===== config.mk =====
export PLATFORM = sky130hd
export DESIGN_NAME = ps2_cmd_decoder_flat
export DESIGN_NICKNAME = d
export VERILOG_FILES = /design/src/rtl/ps2_cmd_decoder_if.sv /design/src/rtl/ps2_cmd_decoder.sv /design/src/flat_wrapper.sv
export SDC_FILE = /design/constraint.sdc
export NUM_CORES = 1
export LEC_CHECK = 0
export CAP_MARGIN = 30
export CORE_MARGIN = 2
export CORE_UTILIZATION = 56
export DETAILED_ROUTE_END_ITERATION = 6
export GPL_TIMING_DRIVEN = 0
export PLACE_DENSITY = 0.84
export SYNTH_ARGS = -nofsm -noshare
export SYNTH_HDL_FRONTEND = slang
export SYNTH_SLANG_ARGS = --single-unit
export TNS_END_PERCENT = 20

===== constraint.sdc =====
create_clock -name CLK -period 6.24 [get_ports CLK]
set_input_delay 0.936 -clock CLK [delete_from_list [all_inputs] [get_ports CLK]]
set_output_delay 0.936 -clock CLK [all_outputs]
set_load 0.005 [all_outputs]

===== src/rtl/ps2_cmd_decoder_if.sv =====
`default_nettype none
// ============================================================================
//  Module   : ps2_cmd_decoder_if
//  Purpose  : Bundles the PS/2 byte input stream and the decoded command
//             outputs of ps2_cmd_decoder.
//  Ports    : master - drives rx_tick/rx_data, observes decoder outputs
//             slave  - decoder side
//    rx_tick      1           one-cycle strobe, rx_data valid
//    rx_data      8           scancode byte (set 2)
//    value_bcd    4*N_DIGITS  last committed value, digit 0 in [3:0]
//    value_valid  1           pulse when value_bcd updates
//    flags        N_FLAGS     toggle state per function key
//    soft_reset   1           pulse on Esc
//    busy         1           entry buffer non-empty
//    err          1           pulse on rejected action
//  Revision : 1.0 - initial release
// ============================================================================
interface ps2_cmd_decoder_if #(
  parameter int N_DIGITS = 2,
  parameter int N_FLAGS  = 3
);
  logic                    rx_tick;
  logic [7:0]              rx_data;
  logic [4*N_DIGITS-1:0]   value_bcd;
  logic                    value_valid;
  logic [N_FLAGS-1:0]      flags;
  logic                    soft_reset;
  logic                    busy;
  logic                    err;

  modport master (
    output rx_tick, rx_data,
    input  value_bcd, value_valid, flags, soft_reset, busy, err
  );

  modport slave (
    input  rx_tick, rx_data,
    output value_bcd, value_valid, flags, soft_reset, busy, err
  );
endinterface
`default_nettype wire


===== src/rtl/ps2_cmd_decoder.sv =====
`default_nettype none
// ============================================================================
//  Module   : ps2_cmd_decoder
//  Purpose  : Filters PS/2 set-2 break (F0) and extended (E0) prefixes and
//             interprets make codes as a decimal entry editor: digits fill an
//             N_DIGITS BCD buffer, Enter commits, Backspace/Esc edit, and
//             F1..F8 toggle flags.
//  Ports    : CLK    - system clock
//             reset  - synchronous active-high reset
//             bus    - ps2_cmd_decoder_if.slave (byte input, decoded outputs)
//  Options  : PS2_TIMEOUT_EN - when defined, a partial entry left idle for
//             TIMEOUT_CYC cycles is abandoned with an err pulse.
//  Revision : 1.0 - initial release
// ============================================================================
module ps2_cmd_decoder #(
  parameter int N_DIGITS    = 2,
  parameter int N_FLAGS     = 3
`ifdef PS2_TIMEOUT_EN
  , parameter int TIMEOUT_CYC = 50_000_000
`endif
) (
  input  logic               CLK,
  input  logic               reset,
  ps2_cmd_decoder_if.slave   bus
);

  localparam int BW = 4 * N_DIGITS;
  localparam int CW = $clog2(N_DIGITS + 1);

  localparam logic [1:0] c_ST_IDLE    = 2'd0;
  localparam logic [1:0] c_ST_BRK     = 2'd1;
  localparam logic [1:0] c_ST_EXT     = 2'd2;
  localparam logic [1:0] c_ST_EXT_BRK = 2'd3;

  localparam logic [7:0] c_BREAK = 8'hF0;
  localparam logic [7:0] c_EXTND = 8'hE0;
  localparam logic [7:0] c_ENTER = 8'h5A;
  localparam logic [7:0] c_BKSP  = 8'h66;
  localparam logic [7:0] c_ESC   = 8'h76;

  logic [1:0]         state_q, state_d;
  logic [BW-1:0]      buf_q, buf_d;
  logic [CW-1:0]      cnt_q, cnt_d;
  logic [BW-1:0]      value_q, value_d;
  logic               valid_q, valid_d;
  logic [N_FLAGS-1:0] flags_q, flags_d;
  logic               soft_q, soft_d;
  logic               err_q, err_d;
  logic               w_timeout;

  // Set-2 digit make codes -> BCD value; bit 4 flags a hit.
  function automatic logic [4:0] digit_of(input logic [7:0] b);
    case (b)
      8'h45: digit_of = 5'h10;
      8'h16: digit_of = 5'h11;
      8'h1E: digit_of = 5'h12;
      8'h26: digit_of = 5'h13;
      8'h25: digit_of = 5'h14;
      8'h2E: digit_of = 5'h15;
      8'h36: digit_of = 5'h16;
      8'h3D: digit_of = 5'h17;
      8'h3E: digit_of = 5'h18;
      8'h46: digit_of = 5'h19;
      default: digit_of = 5'h00;
    endcase
  endfunction

  // F1..F8 make codes -> flag index; bit 3 flags a hit.
  function automatic logic [3:0] fkey_of(input logic [7:0] b);
    case (b)
      8'h05: fkey_of = 4'h8;
      8'h06: fkey_of = 4'h9;
      8'h04: fkey_of = 4'hA;
      8'h0C: fkey_of = 4'hB;
      8'h03: fkey_of = 4'hC;
      8'h0B: fkey_of = 4'hD;
      8'h83: fkey_of = 4'hE;
      8'h0A: fkey_of = 4'hF;
      default: fkey_of = 4'h0;
    endcase
  endfunction

`ifdef PS2_TIMEOUT_EN
  localparam int TW = $clog2(TIMEOUT_CYC + 1);
  localparam logic [TW-1:0] c_IDLE_LAST = TW'(TIMEOUT_CYC - 1);

  logic [TW-1:0] idle_q, idle_d;

  // A byte arriving in the expiry cycle takes priority over the timeout.
  assign w_timeout = !bus.rx_tick && (cnt_q != '0) && (idle_q == c_IDLE_LAST);

  always_comb begin
    idle_d = idle_q + TW'(1);
    if (bus.rx_tick || (cnt_q == '0) || w_timeout) begin
      idle_d = '0;
    end
  end

  always_ff @(posedge CLK) begin
    if (reset) idle_q <= '0;
    else       idle_q <= idle_d;
  end
`else
  assign w_timeout = 1'b0;
`endif

  // State register
  always_ff @(posedge CLK) begin
    if (reset) state_q <= c_ST_IDLE;
    else       state_q <= state_d;
  end

  // Next-state logic: prefix tracking only, advancing on rx_tick.
  always_comb begin
    state_d = state_q;
    if (w_timeout) begin
      state_d = c_ST_IDLE;
    end else if (bus.rx_tick) begin
      case (state_q)
        c_ST_IDLE: begin
          if (bus.rx_data == c_BREAK)      state_d = c_ST_BRK;
          else if (bus.rx_data == c_EXTND) state_d = c_ST_EXT;
          else                             state_d = c_ST_IDLE;
        end
        c_ST_BRK:  state_d = (bus.rx_data == c_BREAK) ? c_ST_BRK : c_ST_IDLE;
        c_ST_EXT:  state_d = (bus.rx_data == c_BREAK) ? c_ST_EXT_BRK : c_ST_IDLE;
        default:   state_d = c_ST_IDLE;
      endcase
    end
  end

  // Output / datapath logic: one action at most per received byte.
  always_comb begin
    logic       make, enter;
    logic [4:0] dig;
    logic [3:0] fk;

    buf_d   = buf_q;
    cnt_d   = cnt_q;
    value_d = value_q;
    flags_d = flags_q;
    valid_d = 1'b0;
    soft_d  = 1'b0;
    err_d   = 1'b0;

    make  = bus.rx_tick && (state_q == c_ST_IDLE) &&
            (bus.rx_data != c_BREAK) && (bus.rx_data != c_EXTND);
    enter = (make && (bus.rx_data == c_ENTER)) ||
            (bus.rx_tick && (state_q == c_ST_EXT) && (bus.rx_data == c_ENTER));
    dig   = digit_of(bus.rx_data);
    fk    = fkey_of(bus.rx_data);

    if (w_timeout) begin
      buf_d = '0;
      cnt_d = '0;
      err_d = 1'b1;
    end else if (enter) begin
      if (cnt_q != '0) begin
        value_d = buf_q;
        valid_d = 1'b1;
        buf_d   = '0;
        cnt_d   = '0;
      end else begin
        err_d = 1'b1;
      end
    end else if (make) begin
      if (dig[4]) begin
        if (cnt_q < CW'(N_DIGITS)) begin
          buf_d = (buf_q << 4) | BW'(dig[3:0]);
          cnt_d = cnt_q + CW'(1);
        end else begin
          err_d = 1'b1;
        end
      end else if (bus.rx_data == c_BKSP) begin
        if (cnt_q != '0) begin
          buf_d = buf_q >> 4;
          cnt_d = cnt_q - CW'(1);
        end else begin
          err_d = 1'b1;
        end
      end else if (bus.rx_data == c_ESC) begin
        buf_d  = '0;
        cnt_d  = '0;
        soft_d = 1'b1;
      end else if (fk[3]) begin
        // Keys beyond the configured flag count simply match no index.
        for (int k = 0; k < N_FLAGS; k++) begin
          if (fk[2:0] == k[2:0]) flags_d[k] = ~flags_q[k];
        end
      end
    end
  end

  always_ff @(posedge CLK) begin
    if (reset) begin
      buf_q   <= '0;
      cnt_q   <= '0;
      value_q <= '0;
      valid_q <= 1'b0;
      flags_q <= '0;
      soft_q  <= 1'b0;
      err_q   <= 1'b0;
    end else begin
      buf_q   <= buf_d;
      cnt_q   <= cnt_d;
      value_q <= value_d;
      valid_q <= valid_d;
      flags_q <= flags_d;
      soft_q  <= soft_d;
      err_q   <= err_d;
    end
  end

  assign bus.value_bcd   = value_q;
  assign bus.value_valid = valid_q;
  assign bus.flags       = flags_q;
  assign bus.soft_reset  = soft_q;
  assign bus.busy        = (cnt_q != '0);
  assign bus.err         = err_q;

endmodule
`default_nettype wire


===== src/flat_wrapper.sv =====
// flat-port wrapper written by rule: the top's interface ports become plain ports
module ps2_cmd_decoder_flat 
#(
  parameter int N_DIGITS    = 2,
  parameter int N_FLAGS     = 3

)
  (CLK, reset, bus_rx_tick, bus_rx_data, bus_value_bcd, bus_value_valid, bus_flags, bus_soft_reset, bus_busy, bus_err);
  ps2_cmd_decoder_if #(.N_DIGITS(N_DIGITS), .N_FLAGS(N_FLAGS)) bus_i ();
  input  logic CLK;
  input  logic reset;
  input wire logic [$bits(bus_i.rx_tick)-1:0] bus_rx_tick;
  input wire logic [$bits(bus_i.rx_data)-1:0] bus_rx_data;
  output wire logic [$bits(bus_i.value_bcd)-1:0] bus_value_bcd;
  output wire logic [$bits(bus_i.value_valid)-1:0] bus_value_valid;
  output wire logic [$bits(bus_i.flags)-1:0] bus_flags;
  output wire logic [$bits(bus_i.soft_reset)-1:0] bus_soft_reset;
  output wire logic [$bits(bus_i.busy)-1:0] bus_busy;
  output wire logic [$bits(bus_i.err)-1:0] bus_err;
  assign bus_i.rx_tick = bus_rx_tick;
  assign bus_i.rx_data = bus_rx_data;
  assign bus_value_bcd = bus_i.value_bcd;
  assign bus_value_valid = bus_i.value_valid;
  assign bus_flags = bus_i.flags;
  assign bus_soft_reset = bus_i.soft_reset;
  assign bus_busy = bus_i.busy;
  assign bus_err = bus_i.err;
  ps2_cmd_decoder #(.N_DIGITS(N_DIGITS), .N_FLAGS(N_FLAGS)) u_core (.CLK(CLK), .reset(reset), .bus(bus_i));
endmodule

Word level (Yosys, flattened, before mapping)

Index checks and enable logic that the tools add are counted.

Eq/ne operators: 32
$lt $le $gt $ge: 1
Bitwise logic cells: 9
Muxes and demuxes: 31
$add $sub $neg: 2
Reduce and logical (&&, ||, !) cells: 19

Operators by type and width:

| operator             | number |
|---|---|
| $mux W8              | 8 |
| $pmux W5 S10         | 1 |
| $eq A8 B6 Y1 const B | 6 |
| $eq A8 B7 Y1 const B | 5 |
| $pmux W4 S8          | 1 |
| $eq A8 B3 Y1 const B | 3 |
| $eq A8 B4 Y1 const B | 3 |
| $eq A8 B8 Y1 const B | 3 |
| $mux W2              | 11 |
| $reduce_and A7 Y1    | 3 |
| $eq A8 B5 Y1 const B | 2 |
| $ne A8 B8 Y1 const B | 2 |
| $mux W1              | 9 |
| $eq A8 B2 Y1 const B | 1 |
| $not A1 Y1           | 8 |
| $or A8 B4 Y8         | 1 |
| $logic_and A1 B1 Y1  | 6 |
| $pmux W2 S3          | 1 |
| $reduce_and A5 Y1    | 1 |
| $reduce_or A5 Y1     | 1 |
| $ne A4 B3 Y1 const B | 1 |
| $reduce_bool A2 Y1   | 2 |
| $reduce_bool A4 Y1   | 1 |
| $eq A3 B1 Y1 const B | 1 |
| 13 further kinds     | 13 |

Logic and storage cells: 104
Bits in registers: 26
Output and inout port bits: 15

Depth between registers and ports, before layout

Gate-level depths: netlist of the first run.

Depth after elaboration: 8
Depth in mapped cells: 9
Gate-level depth less buffers: 6

Worst setup path before layout of the first run

Ideal clock, no wire load.

Path kind: input-to-reg
Start: in bus_rx_data[5]
End: reg u_core.buf_q[2]
Path buffers: 2
Data arrival time: 2.830 ns
Slack: 3.289 ns
Stages on the path: 8
Setup time: 0.121 ns
Cells stage by stage: or4b_1 > or4_1 > clkbuf_2 > o21ai_2 > or3_2 > o2111a_1 > buf_6 > mux2_4

Cells in the longest elaborated chain, start to end: 7
Elaborated cells between the ends (all ways): 33
Classes of those cells: eq/ne: 18; mux: 6; bitwise: 1; reduce/logical: 8

Ends and longest elaborated chain:

| element                                                    | line                                           | source |
|---|---|---|
| start, declared                                            | flat_wrapper.sv:13                             | `input wire logic [$bits(bus_i.rx_data)-1:0] bus_rx_data;` |
| $eq A8 B7 Y1 (tied with other cells)                       | ps2_cmd_decoder.sv:53                          | `case (b)` |
| $pmux W5 S10 / $logic_and A1 B1 Y1 (equally long branches) | ps2_cmd_decoder.sv:53, ps2_cmd_decoder.sv:146  |  |
| $or A8 B4 Y8 / $logic_and A1 B1 Y1 (equally long branches) | ps2_cmd_decoder.sv:169, ps2_cmd_decoder.sv:147 |  |
| $mux W8 / $logic_and A1 B1 Y1 (equally long branches)      | ps2_cmd_decoder.sv:168, ps2_cmd_decoder.sv:148 |  |
| $mux W8 / $logic_or A1 B1 Y1 (equally long branches)       | ps2_cmd_decoder.sv:167, ps2_cmd_decoder.sv:148 |  |
| $mux W8 (tied with other cells)                            | ps2_cmd_decoder.sv:166                         | `end else if (make) begin` |
| $mux W8 / $reduce_and A5 Y1 (equally long branches)        | --                                             |  |
| end signal, assigned                                       | ps2_cmd_decoder.sv:204                         | `buf_q <= buf_d;` |
| end, declared                                              | ps2_cmd_decoder.sv:42                          | `logic [BW-1:0] buf_q, buf_d;` |

Several ways; a longest one is shown, not always the timed one. The select of a mux whose other input is x is not followed.
A chain may end at the register's enable or synchronous reset.

Final worst setup path of the first run

Start: in bus_rx_data[6]
End: reg u_core.buf_q[3]

The elaborated chain is that of the path after synthesis.

==> metrics.txt, run 1 <==
floorplan row count 18; sequential fraction of the synthesis area between 30 and 40%; DRT iter0 DRCs 29; crit-path max cell delay around 560 ps; Avg WL per Cell roughly 14 um; share of layout cells above drive strength 1 under 10%; post-CTS setup buffer count 0; Layout Cells excl Fill 234; Routed WL between 3000 and 4000 um; Port Buffers 24; ANT nets after route 0; Post-synth EDFFs 0; max-capacitance violation count 0; Hold/Removal Path Class reg2reg; final hold vios 0; Area growth syn-to-layout 21.4%; grt ovf 0; PnR worst setup slack between 3000 and 4000 ps; Netlist Area Pre-Place 0.00147 mm2; worst skew pair latency 320 ps; sequential power share slightly below 60%; Clk network pwr share slightly below 30%; crit path capture type register; Total GRT Usage roughly a quarter; RSZ-0062 raised after global routing false; Initial Util between 50% and 60%; Placed Area about 0.0017 mm2; Boundary Pins 26; status completed; Slew @ Worst Pin between 500 and 600 ps; synth unique cells 42; Worst EP arrival roughly 3400 ps; synth warn 0; GPL Wtd Cong 0.899; Num CTS Buffers 3; post-route cell area between 0.0015 and 0.002 mm2; Most used DFF post-synth dfxtp_1; register bit total from synthesis 26; CTS resizes 0; VDD IR-drop max 0.143 mV; die width 55.2 um; internal power 0.217 mW; Via density 5.85; TritonCTS clock tree done; Req. time, crit path around 6500 ps; slew margin rel. slightly above 60%; CTS Hold Bufs 0; crit-path cells clkdlybuf4s50_1, or4b_1, or4_1, clkbuf_2, o21ai_2, or3_2, o2111a_1, buf_6, mux2_4; pwr dens ~160 mW/mm2; Worst Clk Skew between 4 and 5 ps; final net count roughly 220; Detail Placement HPWL about 2500 um; first-pass GRT wire length about 5400 um; Longest Clk Path Bufs 2; Max FO, Critical Path 10; Finished Core Util between 70% and 80%; post-synth net total approximately 190; clk slew on worst S/H paths ~140 ps; # diodes 0; Core ar. approximately 0.0025 mm2; max-slew violation count 0; Placed Cells between 200 and 250; Worst setup SP type input pin; DR pass1 iterations 4; P_leak between 0.6 and 0.7 nW; Post-Syn Instances about 180; CTS Root Cell clkbuf_4; Sw Pwr 0.0685 mW; Die Y approximately 55 um; Final Cycle Share around half; DP Worst Slack around 2700 ps; CP top delay family simple AND/OR/NAND/NOR gates; Min Clock Period, post-route between 3000 and 4000 ps; Sum Neg Setup Slack 0 ps; Fmax about 310 MHz; CTS Sinks 26; final setup violation count 0; H-Tree Depth 1; largest net degree at the start of global routing 15; die area 0.00304 mm2; crit path buf inv count 3; DRC 0; WHS between 400 and 500 ps; Power, Total about 0.29 mW; initial antenna violation count 0; Net Sw Frac 24.0%; number of global-route vias before repair between 1000 and 1500; Async SR Flop Fraction 0%; Avg Synthesized Cell Area about 8.3 um2; slowest stage cell, crit path clkdlybuf4s50_1; kind of critical path in2reg; total number of vias about 1400; part of the power in combinational logic between 10% and 20%
Yosys cell counts (2+ instances only):
cell      instances  area (um2)
and2_1            2        12.5
a22oi_1           2        15.0
nor3_1            3        15.0
nand3_1           5        25.0
nand2_1          18        67.6
mux2i_1          16         160
dfxtp_1          26         521
mux2_4            2        30.0
nor2_1           24        90.1
o21ai_0           5        25.0
a32oi_1           3        26.3
inv_1             5        18.8
buf_2             3        15.0
nor4b_1           3        26.3
nor3b_1           2        15.0
nand2b_1         11        68.8
a21oi_1           6        30.0
xnor2_1           4        35.0
a31oi_1           3        18.8
nor2b_1           7        43.8
a211o_1           3        26.3
clkbuf_1          3        11.3
cell type report:
| type | count | area, um2 |
|---|---|---|
| Inverter | 5 | 18.8 |
| Fill cell | 206 | 698 |
| Clock buffer | 4 | 36.3 |
| Tap cell | 30 | 37.5 |
| Multi-Input combinational cell | 137 | 883 |
| Sequential cell | 26 | 520 |
| Buffer | 8 | 42.5 |
| Timing Repair Buffer | 24 | 240 |
metal layers:
layer	track usage, %	wire [um]
met1	29.8	1500
met2	42.1	1650
met3	6.18	172
met4	4.88	12
met5	0	0
registers in the layout, summed over array words and instances (netlist names):
| name | count |
|---|---|
| u_core.buf_q | 8 |
| u_core.cnt_q | 2 |
| u_core.bus.flags | 3 |
| u_core.bus.soft_reset | 1 |
| u_core.bus.value_bcd | 8 |
| u_core.state_q | 2 |
| u_core.bus.value_valid | 1 |
| u_core.bus.err | 1 |
final timing paths:
path,start,to,slack [ps],cells past startpoint
setup / recovery,bus_rx_data[6],u_core.buf_q[3]$_SDFFE_PP0P_,3020,9
setup reg to reg,u_core.state_q[0]$_SDFFE_PP0P_,u_core.buf_q[3]$_SDFFE_PP0P_,4040,8
hold / removal,u_core.buf_q[0]$_SDFFE_PP0P_,u_core.buf_q[4]$_SDFFE_PP0P_,490,2
hold reg to reg,u_core.buf_q[0]$_SDFFE_PP0P_,u_core.buf_q[4]$_SDFFE_PP0P_,490,2
power by group through the flow:
stage / clock (mW) / sequential (mW) / combinational (mW)
floorplan: 0 / 0.170 / 0.0206
global placement: 0 / 0.170 / 0.0332
detailed placement: 0 / 0.170 / 0.0345
CTS: 0.0853 / 0.166 / 0.0346
global route: 0.0904 / 0.167 / 0.0385
finish: 0.0840 / 0.166 / 0.0350
logic make-up after synthesis:
family	Yosys count	share of synthesized area, %
DFF	26	35.5
and+or+nand+nor	83	29.2
xor gates and xnor gates	4	2.39
adders and majority gates	1	0.854
muxes	18	13.0
buffers and inverters	13	4.18
AOI/OAI and AO/OA	31	14.9
placed cells by master, fill, tap and decap left out, types with 3 or more instances in the layout:
cell	netlist	final
buf_2	3	3
nand3_1	5	5
a21oi_1	6	6
xnor2_1	4	4
nand2b_1	11	11
clkbuf_1	3	3
o21ai_0	5	5
a211o_1	3	3
mux2i_1	16	16
dfxtp_1	26	26
inv_1	5	5
clkdlybuf4s50_1	0	24
clkbuf_4	0	3
nor2b_1	7	7
a32oi_1	3	3
nor3_1	3	3
nand2_1	18	18
a31oi_1	3	3
nor2_1	24	24
nor4b_1	3	3
worst reg2reg max path, stage by stage, from the launching register on:
cell and delay (ps):
dfxtp_1 380, nand2b_1 160, or4_1 510, clkbuf_2 160, o21ai_2 80, or3_2 140, o2111a_1 200, buf_6 170
mux2_4 310
Note: power is estimated with default switching activity, not from simulation.
==> run 2, diff against run 1 <==
--- a/config.mk
+++ b/config.mk
@@ -7,10 +7,10 @@
 export LEC_CHECK = 0
 export CAP_MARGIN = 30
 export CORE_MARGIN = 2
-export CORE_UTILIZATION = 56
+export CORE_UTILIZATION = 52
 export DETAILED_ROUTE_END_ITERATION = 6
 export GPL_TIMING_DRIVEN = 0
-export PLACE_DENSITY = 0.84
+export PLACE_DENSITY = 0.79
 export SYNTH_ARGS = -nofsm -noshare
 export SYNTH_HDL_FRONTEND = slang
 export SYNTH_SLANG_ARGS = --single-unit
==> constraint.sdc (replaced) <==
create_clock -name CLK -period 3.4 [get_ports CLK]
set_input_delay 0.51 -clock CLK [delete_from_list [all_inputs] [get_ports CLK]]
set_output_delay 0.51 -clock CLK [all_outputs]
set_load 0.005 [all_outputs]
==> metrics.txt, run 2 (synthesized netlist as in run 1, its figures left out) <==
die area 0.00326 mm2; initial antenna violation count 0; Boundary Pins 26; share of layout cells above drive strength 1 under 10%; Detail Placement HPWL 2490 um; Final Cycle Share 81.8%; slew margin rel. a little over 60%; largest net degree at the start of global routing 16; Num CTS Buffers 3; max-capacitance violation count 0; status completed; Worst EP arrival 3010 ps; Req. time, crit path roughly 3600 ps; worst skew pair latency 320 ps; pwr dens around 330 mW/mm2; DRT iter0 DRCs between 50 and 60; Routed WL between 3000 and 4000 um; slowest stage cell, crit path clkdlybuf4s50_1; Total GRT Usage a little over a fifth; final net count 217; DRC 0; Die Y 57.1 um; hold depth 2; Max FO, Critical Path 10; Hold/Removal Path Class reg2reg; # diodes 0; Worst Clk Skew about 2.7 ps; post-CTS setup buffer count 0; number of global-route vias before repair approximately 1300; Avg WL per Cell 13.7 um; CTS Root Cell clkbuf_4; VDD IR-drop max roughly 0.25 mV; Core ar. 0.00271 mm2; commonest non-fill, non-tap cell in the layout dfxtp_1; final setup violation count 0; Longest Clk Path Bufs 2; crit-path cells clkdlybuf4s50_1, or4b_1, or4_1, clkbuf_2, o21ai_2, or3_2, o2111a_1, buf_6, mux2_4; clk slew on worst S/H paths roughly 150 ps; CTS Hold Bufs 0; FF-to-FF path depth 8; first-pass GRT wire length approximately 5600 um; RSZ-0062 raised after global routing false; Port Buffers 24; most used cells in the layout excluding fill and tap cells 26 x dfxtp_1, 24 x nor2_1, 24 x clkdlybuf4s50_1; crit path capture type register; Sum Neg Setup Slack 0 ps; WHS between 400 and 500 ps; crit-path max cell delay between 500 and 600 ps; Fmax 360 MHz; floorplan row count 19; H-Tree Depth 1; DR pass1 iterations 4; ANT nets after route 0; total number of vias 1352; TritonCTS clock tree done; Via density between 5 and 6; Area growth syn-to-layout 22.6%; final hold vios 0; Worst setup SP type input pin; die width 57.1 um; grt ovf 0; Slew @ Worst Pin 563 ps; P_leak between 0.6 and 0.7 nW; Min Clock Period, post-route around 2800 ps; max-slew violation count 0; CTS Sinks 26; CTS resizes 0; GPL Wtd Cong about 0.89; kind of critical path in2reg; Initial Util between 50 and 60%
## run 2: cell count changes in the layout (fill, tap and decap cells not counted)
cell,previous run,this run
bufinv_16,0,1
clkbuf_8,1,0
## run 2: cell type report
class	instances	area [um2]
flip-flops and latches	26	520
inverters	5	18.8
plain buffers	8	42.5
repair buffers	24	240
well taps	31	38.8
fillers	236	913
clock inverters	1	30.0
multi-input cells	137	883
clock buffers	3	22.5
## run 2: path summary, 6_finish.rpt
path                                                      from                            to  slack [ps]
worst max-delay path                            bus_rx_data[6]  u_core.buf_q[2]$_SDFFE_PP0P_         620
worst min-delay path              u_core.buf_q[0]$_SDFFE_PP0P_  u_core.buf_q[4]$_SDFFE_PP0P_         490
worst max register to register  u_core.state_q[0]$_SDFFE_PP0P_  u_core.buf_q[2]$_SDFFE_PP0P_        1210
worst min register to register    u_core.buf_q[0]$_SDFFE_PP0P_  u_core.buf_q[4]$_SDFFE_PP0P_         490
## run 2: metal layers
metal  part of all wire, %  GRT usage [%]
met4                   2.2           6.98
met3                   4.9           2.95
met2                    49           36.1
met5                     0              0
met1                    44           27.1
## run 2: report_power, final
| group | leakage, nW | internal, mW | switching (mW) |
|---|---|---|---|
| logic | 0.375 | 0.0275 | 0.0363 |
| clock network | 0.0279 | 0.119 | 0.0957 |
| registers | 0.209 | 0.305 | 0.000268 |
| total | 0.612 | 0.452 | 0.132 |
## run 2: worst max-delay path, delay by kind of cell
| kind | cells | cell delay [ps] |
|---|---|---|
| compound gates | 2 | 280 |
| buf+inv | 3 | 900 |
| mux | 1 | 310 |
| simple gates | 3 | 1030 |
## run 2: metrics by stage
stage          setup slack, ps  std cells  cell area (um2)  total power, mW  util [%]
3_3_place_gp               291        231             1740            0.373      64.4
5_1_grt                    514        235             1800            0.601      66.3
4_1_cts                    619        235             1800            0.586      66.3
6_report                   620        235             1800            0.584      66.3
2_1_floorplan              875        176             1470            0.350         -
3_5_place_dp               264        231             1740            0.375      64.4
==> run 3, diff against run 2 <==
--- a/config.mk
+++ b/config.mk
@@ -7,10 +7,10 @@
 export LEC_CHECK = 0
 export CAP_MARGIN = 30
 export CORE_MARGIN = 2
-export CORE_UTILIZATION = 52
+export CORE_UTILIZATION = 47
 export DETAILED_ROUTE_END_ITERATION = 6
 export GPL_TIMING_DRIVEN = 0
-export PLACE_DENSITY = 0.79
+export PLACE_DENSITY = 0.75
 export SYNTH_ARGS = -nofsm -noshare
 export SYNTH_HDL_FRONTEND = slang
 export SYNTH_SLANG_ARGS = --single-unit
==> constraint.sdc (replaced) <==
create_clock -name CLK -period 2.5 [get_ports CLK]
set_input_delay 0.375 -clock CLK [delete_from_list [all_inputs] [get_ports CLK]]
set_output_delay 0.375 -clock CLK [all_outputs]
set_load 0.005 [all_outputs]
==> metrics.txt, run 3 (synthesized netlist as in run 1, its figures left out) <==
Detail Placement HPWL between 2000 and 2500 um; hold depth 2; die width ~60 um; DP Worst Slack -491 ps; status completed; Core ar. about 0.003 mm2; Die Y approximately 60 um; first-pass GRT wire length 5840 um; FF-to-FF Start u_core.state_q[0]$_SDFFE_PP0P_; largest net degree at the start of global routing 16; H-Tree Depth 1; worst r2r dst u_core.buf_q[3]$_SDFFE_PP0P_; M3 GR Usage under 10%; P_leak between 0.6 and 0.7 nW; GR Layer Usage met2 between 30% and 40%; total number of vias 1385; CTS Root Cell clkbuf_4; Num CTS Buffers 3; M1 GR Usage between 20% and 30%; max-capacitance violation count 0; commonest non-fill, non-tap cell in the layout dfxtp_1; Longest Clk Path Bufs 2; final net count between 200 and 250; CTS Sinks 26; DR pass1 iterations 4; GR peak layer met2; hold endpoint u_core.buf_q[5]$_SDFFE_PP0P_; die area between 0.003 and 0.004 mm2; pwr dens 429 mW/mm2; kind of critical path in2reg; Req. time, crit path ~2700 ps; slew margin rel. 63.5%; initial antenna violation count 0; Area growth syn-to-layout 27.9%; ANT nets after route 0; crit path capture type register; VDD IR-drop max 0.226 mV; Initial Util roughly 50%; # diodes 0; Avg WL per Cell roughly 15 um; Power, Total between 0.8 and 0.9 mW; grt ovf 0; DRT iter0 DRCs 47; number of global-route vias before repair 1294; Fmax about 420 MHz; GPL Wtd Cong roughly 0.87; Total GRT Usage approximately a fifth; worst skew pair latency 330 ps; TritonCTS clock tree done; Worst Clk Skew roughly 3.7 ps; crit path buf inv count 2; CTS Hold Bufs 0; share of layout cells above drive strength 1 approximately 11%; Hold Crit Start u_core.buf_q[1]$_SDFFE_PP0P_; Worst setup SP type input pin; crit-path cells clkdlybuf4s50_1, nor2b_1, o21ai_1, a31oi_1, or3_2, o2111a_1, buf_6, mux2_4; Max FO, Critical Path 8; origin of the worst setup path bus_rx_data[0]; Via density approximately 5.8; Hold/Removal Path Class reg2reg; Slew @ Worst Pin approximately 550 ps; crit-path max cell delay slightly above 600 ps; floorplan row count 20; reg2reg setup slack roughly 360 ps; Boundary Pins 26; Port Buffers 24; CP top delay family buffers and inverters; DRC 0; Routed WL approximately 3500 um; Final Cycle Share 95.6%; Worst EP arrival 2630 ps; final setup violation count 0; PnR worst setup slack 110 ps; Min Clock Period, post-route between 2000 and 2500 ps; RSZ-0062 raised after global routing false; max-slew violation count 0; most used cells in the layout excluding fill and tap cells 26 x dfxtp_1, 24 x nor2_1, 19 x clkdlybuf4s50_1; slowest stage cell, crit path clkdlybuf4s50_1; clk slew on worst S/H paths about 150 ps; FF-to-FF path depth 8; final hold vios 0
-- run 3: changes by cell type in the layout (fill, tap and decap cells not counted), sizes merged --
cell           delta
buf               +3
clkdlybuf4s50     -5
dlygate4sd2       +4
dlymetal6s2s      +1
-- run 3: layer usage --
layer / share of wire, % / wire [um]
met1: 47 / 1650
met2: 47 / 1640
met3: 2.8 / 99
met4: 2.8 / 99
met5: 0 / 0
-- run 3: how the worst max path moves through the flow --
stage,slack [ps],endpoint,cells after the start
2_1_floorplan,110,u_core.buf_q[2]$_SDFFE_PP0P_,8
3_3_place_gp,-470,u_core.buf_q[2]$_SDFFE_PP0P_,9
3_5_place_dp,-490,u_core.buf_q[3]$_SDFFE_PP0P_,9
4_1_cts,4,u_core.buf_q[3]$_SDFFE_PP0P_,9
5_1_grt,7,u_core.buf_q[2]$_SDFFE_PP0P_,8
6_report,110,u_core.buf_q[3]$_SDFFE_PP0P_,8
-- run 3: stage by stage --
stage	utilization (%)	hold WS [ps]	TNS, ps	std cells	cell area, um2
after global routing	62.4	524	0	240	1870
after global placement	58.2	463	-6120	233	1750
after detailed placement	58.2	477	-6630	233	1750
after floorplan	-	446	0	176	1470
after CTS	61.5	496	0	240	1850
final	62.4	492	0	240	1870
-- run 3: where the power goes --
part / switching (mW) / total (mW) / internal [mW]
Sequential: 0.000442 / 0.416 / 0.415
Combinational: 0.0538 / 0.0934 / 0.0397
Clock: 0.133 / 0.295 / 0.162
-- run 3: final cells by class --
class	instances	area, um2
plain buffers	8	45.0
clock buffers	3	22.5
clock inverters	1	30.0
fillers	272	1130
inverters	5	18.8
multi-input cells	137	911
flip-flops and latches	26	520
well taps	33	41.3
repair buffers	27	285
-- run 3: worst register-to-register path, cell delays in order, from the launching register on --
cell      delay [ps]
dfxtp_1          380
nand2b_1         150
or4_1            500
clkbuf_4         180
o21ai_2           60
or3_2            140
o2111a_1         200
buf_6            140
mux2_4           300
-- run 3: timing repair --
item	in CTS	in global routing
gates cloned	0	0
endpoints found under the setup margin	13	12
buffers inserted	3	0
resized for setup	6	8
